### src/rtl/rr_arbiter_16.sv
// 16-requester round-robin arbiter with registered one-hot grant and index.
// Define ARB_TIMEOUT_EN to build the MAX_HOLD grant-revocation counter.
module rr_arbiter_16 #(
    parameter int MAX_HOLD = 16
) (
    input  logic        clk,
    input  logic        rst,
    input  logic [15:0] req,
    output logic [15:0] gnt,
    output logic [3:0]  gnt_id,
    output logic        gnt_valid,
    output logic        timeout
);

    typedef enum logic {
        IDLE,
        GRANT
    } state_t;

    state_t      state;
    state_t      state_n;
    logic [3:0]  ptr;
    logic [3:0]  ptr_n;
    logic [3:0]  owner;
    logic [3:0]  owner_n;
    logic [3:0]  id_n;
    logic [15:0] gnt_n;
    logic [3:0]  win;
    logic        found;

    if (MAX_HOLD < 2 || MAX_HOLD > 255) begin : g_bad_max_hold
        $error("rr_arbiter_16: MAX_HOLD must be in 2..255");
    end

`ifdef ARB_TIMEOUT_EN
    logic [7:0] hold_cnt;
    logic [7:0] hold_n;
    logic       timeout_n;
`endif

    // First set request at or after ptr, wrapping modulo 16.
    always_comb begin
        win   = '0;
        found = 1'b0;
        for (int i = 0; i < 16; i++) begin
            if (!found && req[4'(ptr + 4'(i))]) begin
                found = 1'b1;
                win   = 4'(ptr + 4'(i));
            end
        end
    end

    always_comb begin
        state_n = state;
        ptr_n   = ptr;
        owner_n = owner;
        gnt_n   = gnt;
        id_n    = gnt_id;
`ifdef ARB_TIMEOUT_EN
        hold_n    = hold_cnt;
        timeout_n = 1'b0;
`endif
        unique case (state)
            IDLE: begin
                gnt_n = '0;
                id_n  = '0;
                if (found) begin
                    state_n = GRANT;
                    owner_n = win;
                    ptr_n   = win + 4'd1;
                    gnt_n   = 16'h0001 << win;
                    id_n    = win;
`ifdef ARB_TIMEOUT_EN
                    hold_n  = '0;
`endif
                end
            end
            GRANT: begin
                if (!req[owner]) begin
                    state_n = IDLE;
                    gnt_n   = '0;
                    id_n    = '0;
                end
`ifdef ARB_TIMEOUT_EN
                else if (hold_cnt == 8'(MAX_HOLD - 1)) begin
                    state_n   = IDLE;
                    gnt_n     = '0;
                    id_n      = '0;
                    timeout_n = 1'b1;
                end else begin
                    hold_n = hold_cnt + 8'd1;
                end
`endif
            end
            default: begin
                state_n = IDLE;
                gnt_n   = '0;
                id_n    = '0;
            end
        endcase
    end

    always_ff @(posedge clk) begin
        if (rst) begin
            state  <= IDLE;
            ptr    <= '0;
            owner  <= '0;
            gnt    <= '0;
            gnt_id <= '0;
        end else begin
            state  <= state_n;
            ptr    <= ptr_n;
            owner  <= owner_n;
            gnt    <= gnt_n;
            gnt_id <= id_n;
        end
    end

`ifdef ARB_TIMEOUT_EN
    always_ff @(posedge clk) begin
        if (rst) begin
            hold_cnt <= '0;
            timeout  <= 1'b0;
        end else begin
            hold_cnt <= hold_n;
            timeout  <= timeout_n;
        end
    end
`else
    assign timeout = 1'b0;
`endif

    assign gnt_valid = (state == GRANT);

endmodule

### config.mk
export PLATFORM = sky130hd
export DESIGN_NAME = rr_arbiter_16
export DESIGN_NICKNAME = d
export VERILOG_FILES = /design/src/rtl/rr_arbiter_16.sv
export SDC_FILE = /design/constraint.sdc
export NUM_CORES = 1
export LEC_CHECK = 0
export ABC_AREA = 1
export BUFFER_PORTS_ARGS = -buffer_cell sky130_fd_sc_hd__buf_2
export CORE_UTILIZATION = 30
export DETAILED_ROUTE_END_ITERATION = 12
export GPL_ROUTABILITY_DRIVEN = 0
export GPL_TIMING_DRIVEN = 0
export HOLD_SLACK_MARGIN = 0.06
export PLACE_DENSITY = 0.51
export SETUP_SLACK_MARGIN = 0.5
export SYNTH_ARGS = -nofsm -noshare
export SYNTH_HDL_FRONTEND = slang
export SYNTH_SLANG_ARGS = --single-unit
### constraint.sdc
create_clock -name clk -period 3.3 [get_ports clk]
set_input_delay 0.495 -clock clk [delete_from_list [all_inputs] [get_ports clk]]
set_output_delay 0.495 -clock clk [all_outputs]
set_load 0.05 [all_outputs]
==> reports/qor.csv, run 1 <==
stage,metric,value,unit
critical_path,critical path peak fanout,5,
critical_path,CP Data Arrival Time,3.62,ns
worst_hold_path,HP Class,flip-flop to flip-flop,
global_routing,global-route wire length before repair,19.21,mm
floorplan,Die Wd,106.6,um
placed_design,PortBufs,37,
routing,wire length per cell,14.89,um
floorplan,I/O pin total,40,
cts,Max H-tree Level,2,
floorplan,CORE AREA,10460,sq um
critical_path,Critical Setup Path Class,flip-flop to flip-flop,
cts,Clock Pin Slew Worst Setup and Hold Paths,0.06,ns
sta,final setup fails,22,
floorplan,Initial Util,31.34,%
sta,Slew Limit Fails,0,
cells_and_area,share of cells above drive strength 1,40.71,%
synth,ranking of synthesized cells by area,"nand2_1 (20%), dfxtp_1 (18%), nand3_1 (15%)",
critical_path,Worst setup EP type,flip-flop,
sta,RSZ-0062 raised after global routing,true,
synth,number of library cell types mapped by synthesis,38,
cts,TritonCTS clock tree,done,
routing,initial DRC count,202,
cts,worst skew pair latency,0.28,ns
critical_path,Reg2Reg Setup Slack,-0.14,ns
cts,total CTS buffers,5,
critical_path,R2R cell count,25,
cells_and_area,area of the multi-input gates,3039,sq um
cts,hold_buf cts,0,
sta,min setup slack post-route,-0.1382,ns
global_routing,initial antenna violation count,0,
routing,Final Routed Wirelength,12.04,mm
global_routing,grt ovf,0,
synth,Async SR Flop Fraction,0,%
cells_and_area,Register Area,589.3,sq um
routing,Detail Route Antenna Nets,0,
routing,routed via count,4141,
cells_and_area,Fill cells,1082,
placed_design,placed inst area,3759,sq um
cells_and_area,nets@finish,700,
synth,"EDFF count, synth",0,
cts,Max Buffers Root-to-Sink,2,
floorplan,FP Rows,37,
critical_path,Critical Path RT,3.48,ns
routing,Via-to-Cell Ratio,5.119,
cells_and_area,synth-to-layout area growth,53.61,%
job,max-cap viol count,0,
synth,"Primary FF master, synth",dfxtp_1,
global_routing,Total GRT Usage,21.38,%
cells_and_area,ant diodes,0,
synth,"area leader, netlist",nand2_1,
routing,post-route DRC violation count,0,
synth,Mapped Cells,566,
sta,clk_skew,0.006234,ns
synth,Ys Warns,0,
synth,Mapped Area,3279,sq um
synth,Synth top cells by count,"nand2_1 (171), nand3_1 (98), nor2_1 (51)",
outcome,status,"complete, but fails checks",
synth,most common cell in the netlist,nand2_1,
critical_path,CP Launch Point,ptr[1],
sta,max_slew headroom,63.86,%
synth,synthesis-stage register bit count,29,
critical_path,critical path endpoint,ptr[3],
critical_path,r2r startpoint,ptr[1],
synth,syn_area_per_cell,5.794,sq um
synth,share of the synthesized area in the top cell type,19.57,%
floorplan,Die Ht,106.6,um
floorplan,area of the die,11350,sq um
global_routing,largest net degree at the start of global routing,13,
critical_path,CP startpoint kind,flip-flop,
global_routing,vias in the first global route,3978,
cts,# clock sinks,29,
sta,worst-margin pin slew,0.5364,ns
sta,min cycle time layout,3.438,ns
synth,register area share after synthesis,17.70,%
outcome,failing checks,negative setup slack,
sta,fmax,290.9,MHz
placed_design,Post-DP HPWL,8.632,mm
routing,first drt pass iteration count,4,
sta,Final Hold Fails,0,
synth,Syn Nets,594,
cells_and_area,final instance area,5037,sq um
critical_path,worst r2r dst,ptr[3],
cts,clock root buffer master,clkbuf_8,
sta,fin crit share,104.2,%
==> cells in the final DEF, fill, tap and decap left out, types with 5 or more instances in the layout <==
cell type / count
nor2_2: 7
inv_1: 43
a21oi_1: 19
nand3_2: 26
dfxtp_1: 26
nand3_4: 12
nand2_2: 33
nand4_1: 5
o21ai_2: 5
o21ai_0: 17
buf_2: 38
inv_4: 8
inv_2: 7
nand4_4: 7
clkbuf_8: 6
nor2_1: 40
buf_6: 8
nor2_4: 13
buf_4: 58
ha_1: 6
nand2_1: 147
nand3_1: 67
o21a_1: 5
nand2_4: 12
clkbuf_1: 7
==> timing repair <==
item | in CTS | in global routing
gates cloned | 1 | 0
setup endpoints to repair | 29 | 29
setup buffers | 46 | 15
resized for setup | 95 | 56
pin swaps | 40 | 38
hold endpoints to repair | 0 | 0
==> logic make-up (layout without fill, tap and decap cells) <==
logic type | count (synthesis) | count (layout) | synth area share (%)
AO/OA/AOI/OAI | 63 | 63 | 11.06
buffers and inverters | 81 | 188 | 10.30
flip-flops | 29 | 29 | 17.70
adder cells (fa/ha/maj) | 10 | 10 | 3.815
XOR/XNOR | 8 | 8 | 2.824
other | 1 | 1 | 0.1144
AND/OR/NAND/NOR | 374 | 374 | 54.18
==> through the flow <==
stage	hold WS (ns)	TNS, ns	worst slack [ns]	utilization (%)	cells
after floorplan	0.4551	0	0.1336	-	566
after global placement	0.4523	-11.19	-0.5996	35.92	739
after detailed placement	0.4550	-11.63	-0.5997	35.92	739
after CTS	0.4647	-0.3329	-0.04281	44.56	794
after global routing	0.4909	-7.059	-0.3479	48.15	809
final	0.4624	-1.791	-0.1382	48.15	809
==> flip-flops by register name, indices dropped and copies added (netlist names) <==
| signal | cells |
|---|---|
| gnt_id | 4 |
| ptr | 4 |
| gnt_valid | 1 |
| owner | 4 |
| gnt | 16 |
==> final cells by class <==
type	instances	area share, %
inverters	63	5.415
multi-input cells	456	60.33
repair buffers	99	14.08
flip-flops and latches	29	11.70
plain buffers	18	3.304
well taps	136	3.378
clock buffers	8	1.788
==> per-layer routing <==
metal / vias up / track usage [%] / wire, um / part of all wire, %
met1: 1909 / 27.30 / 5183 / 43
met5: - / 0 / 0 / 0
li1: 2065 / - / - / -
met2: 138 / 35.90 / 5876 / 49
met4: 0 / 9.491 / 374 / 3.1
met3: 29 / 2.636 / 608 / 5.0
==> worst max-delay path, stage by stage, from the launching register on <==
cell and delay (ns):
dfxtp_4 0.39, inv_4 0.05, buf_12 0.13, ha_4 0.26, inv_4 0.08, buf_12 0.10
buf_16 0.10, nand3_4 0.08, nand3_4 0.10, nand3_4 0.08, nand2_4 0.13, nand4_4 0.12
nor2_4 0.18, nand4_4 0.11, nor2_4 0.16, nand4_4 0.14, nor3_1 0.33, nor2_4 0.10
a21boi_4 0.21, buf_6 0.12, buf_6 0.08, nand3_2 0.07, nand2_1 0.06, nand3_1 0.06
nand2_1 0.06, inv_1 0.04
==> worst min-delay path by stage <==
stage	from	end	slack, ns	cells after the start
2_1_floorplan	owner[3]	owner[3]	0.46	2
3_3_place_gp	gnt[0]	gnt[0]	0.45	2
3_5_place_dp	gnt[15]	gnt[15]	0.45	2
4_1_cts	gnt[15]	gnt[15]	0.46	2
5_1_grt	gnt[15]	gnt[15]	0.49	2
6_report	gnt_id[2]	gnt_id[2]	0.46	2
Power of run 1 is left out: the tool's default activity adds up to more than one toggle a clock period on the data nets, which glitch-free logic cannot reach.
==> run 2: changes to the inputs <==
--- a/config.mk
+++ b/config.mk
@@ -12,7 +12,6 @@
 export GPL_ROUTABILITY_DRIVEN = 0
 export GPL_TIMING_DRIVEN = 0
 export HOLD_SLACK_MARGIN = 0.06
-export PLACE_DENSITY = 0.51
 export SETUP_SLACK_MARGIN = 0.5
 export SYNTH_ARGS = -nofsm -noshare
 export SYNTH_HDL_FRONTEND = slang
==> run 2 against run 1 <==
Compared with the run above:
- the run still ends with negative setup slack left
- worst setup slack better by 0.046 ns
- sequential cell count did not move
- first-iteration DRC count is 16% higher
- clock-buffer cell count fell by 2
- fmax grew 1.3%
- register-to-register slack gained 0.05 ns
- critical path type unchanged
- largest cell class unchanged
==> reports/qor.csv, run 2 (synthesized netlist as in run 1, its figures left out) <==
stage,metric,value,unit,change
outcome,status,"complete, but fails checks",,
outcome,failing checks,negative setup slack,,
floorplan,CORE AREA,10460,sq um,unchanged
sta,Slew Limit Fails,0,,unchanged
routing,Final Routed Wirelength,11.61,mm,-3.6%
critical_path,CP max-delay cell,dfxtp_4,,
critical_path,Worst setup EP type,flip-flop,,
sta,final setup fails,14,,-36%
global_routing,largest net degree at the start of global routing,13,,unchanged
critical_path,CP Launch Point,ptr[0],,
global_routing,grt ovf,0,,unchanged
critical_path,Critical Path Stages,26,,+4.0%
critical_path,Critical Path RT,3.46,ns,-0.02 ns
critical_path,"Largest stage delay, worst path",0.38,ns,about the same
routing,routed via count,4130,,-0.27%
worst_hold_path,HP Class,flip-flop to flip-flop,,
cells_and_area,most frequent cells in the layout,"nand2_1 (153), nand3_1 (66), buf_4 (47)",,
cts,Clock Pin Slew Worst Setup and Hold Paths,0.06,ns,about the same
critical_path,R2R cell count,26,,+4.0%
placed_design,Post-DP HPWL,8.141,mm,-5.7%
cts,Max Buffers Root-to-Sink,2,,unchanged
critical_path,crit-path leading delay family,simple AND/OR/NAND/NOR gates,,
critical_path,critical path endpoint,gnt[6],,
routing,post-route DRC violation count,0,,unchanged
cells_and_area,final instance area,4906,sq um,-2.6%
sta,fmax,294.8,MHz,+1.3%
sta,hold slack final,0.4631,ns,+0.0006990 ns
sta,fin crit share,102.8,%,-1.4 points
cells_and_area,final std cells w/o fill,797,,-1.5%
cells_and_area,nets@finish,688,,-1.7%
cts,clock root buffer master,clkbuf_8,,
sta,min cycle time layout,3.393,ns,-0.04561 ns
global_routing,initial antenna violation count,0,,unchanged
cells_and_area,synth-to-layout area growth,49.60,%,
cts,total CTS buffers,5,,unchanged
critical_path,crit path buf inv count,4,,-4
sta,worst-margin pin slew,0.5140,ns,-0.02239 ns
critical_path,Crit path top cell by count,nand2_2,,
routing,first drt pass iteration count,4,,unchanged
floorplan,FP Rows,37,,unchanged
critical_path,CP Data Arrival Time,3.56,ns,-0.06 ns
floorplan,Die Ht,106.6,um,unchanged
cells_and_area,"commonest non-fill, non-tap cell in the layout",nand2_1,,
critical_path,CP startpoint kind,flip-flop,,
critical_path,Reg2Reg Setup Slack,-0.09,ns,+0.05 ns
sta,RSZ-0062 raised after global routing,true,,
routing,Via-to-Cell Ratio,5.182,,+1.2%
critical_path,worst r2r dst,gnt[6],,
routing,wire length per cell,14.56,um,-2.2%
routing,initial DRC count,235,,+16%
floorplan,Die Wd,106.6,um,unchanged
placed_design,placed inst area,3759,sq um,unchanged
job,max-cap viol count,0,,unchanged
global_routing,vias in the first global route,3858,,-3.0%
sta,min setup slack post-route,-0.09256,ns,+0.04561 ns
global_routing,Total GRT Usage,20.20,%,-1.2 points
cells_and_area,largest reg by FF count,gnt,,
routing,Detail Route Antenna Nets,0,,unchanged
floorplan,Initial Util,31.34,%,unchanged
cts,worst skew pair latency,0.29,ns,about the same
floorplan,area of the die,11350,sq um,unchanged
global_routing,global-route wire length before repair,18.40,mm,-4.2%
critical_path,r2r startpoint,ptr[0],,
placed_design,PortBufs,37,,unchanged
placed_design,DP Cell Count,739,,unchanged
sta,max_slew headroom,65.37,%,+1.5 points
cts,Max H-tree Level,2,,unchanged
cts,TritonCTS clock tree,done,,
sta,clk_skew,0.004253,ns,-0.001981 ns
critical_path,Critical Setup Path Class,flip-flop to flip-flop,,
sta,Final Hold Fails,0,,unchanged
cells_and_area,share of cells above drive strength 1,39.18,%,-1.5 points
cts,# clock sinks,29,,unchanged
cells_and_area,Largest register FFs,16,,unchanged
critical_path,critical path peak fanout,4,,-1
floorplan,I/O pin total,40,,unchanged
cells_and_area,ant diodes,0,,unchanged
run 2: cell count changes in the layout (fill, tap and decap cells not counted), moves of 3 or more:
| cell | change |
|---|---|
| nand2_2 | -6 |
| buf_6 | -3 |
| buf_4 | -11 |
| nand2_1 | +6 |
| a21oi_2 | +3 |
run 2: cell type report:
cell class | instances | area (sq um)
plain buffers | 18 | 161.4
clock buffers | 6 | 72.57
clock inverters | 2 | 10.01
fillers | 1035 | 5557
inverters | 63 | 274.0
multi-input cells | 456 | 3017
flip-flops and latches | 29 | 589.3
well taps | 136 | 170.2
repair buffers | 87 | 611.8
run 2: per-layer routing:
metal / track usage [%] / wire length, um
met5: 0 / 0
met4: 7.045 / 312
met3: 1.778 / 598
met2: 35.16 / 5718
met1: 25.97 / 4976
run 2: worst min-delay path by stage:
stage	from	end	slack (ns)	cells past startpoint
after global placement	gnt[4]	gnt[4]	0.45	2
final	gnt[15]	gnt[15]	0.46	2
after floorplan	owner[3]	owner[3]	0.46	2
after detailed placement	gnt[15]	gnt[15]	0.46	2
after CTS	gnt[15]	gnt[15]	0.47	2
after global routing	gnt_id[2]	gnt_id[2]	0.48	2
run 2: timing repair:
| action | in CTS | in global routing |
|---|---|---|
| hold buffers | 0 | 0 |
| gates resized for setup | 86 | 55 |
| pin swaps | 45 | 32 |
| gates cloned | 1 | 0 |
| setup buffers | 36 | 13 |
| endpoints found under the setup margin | 29 | 29 |
run 2: worst reg2reg max path: stages, from the launching register on:
cell and delay [ns]:
dfxtp_4 0.38, inv_6 0.04, buf_12 0.12, ha_4 0.30, buf_6 0.14, nand3_4 0.09
nand3_4 0.10, nand2_2 0.07, nand2_2 0.07, nand2_4 0.07, nor2_4 0.11, nand4_4 0.09
nor2_4 0.17, nand4_4 0.13, nor2_4 0.18, nand4_4 0.14, nor2_4 0.19, nand2_2 0.09
nand2_2 0.10, nand2_2 0.06, nand2_4 0.11, inv_4 0.06, ha_4 0.17, nand3_4 0.08
nor2_1 0.05, a21oi_1 0.11, nor2_1 0.05
run 2: stage by stage:
step | utilization (%) | setup slack (ns) | setup TNS (ns)
after floorplan | - | 0.1336 | 0
after global placement | 35.92 | -0.4903 | -9.118
after detailed placement | 35.92 | -0.5302 | -10.15
after CTS | 43.42 | -0.06808 | -0.2989
after global routing | 46.89 | -0.3007 | -6.120
final | 46.89 | -0.09256 | -0.7575
Power of run 2 is left out for the same reason.
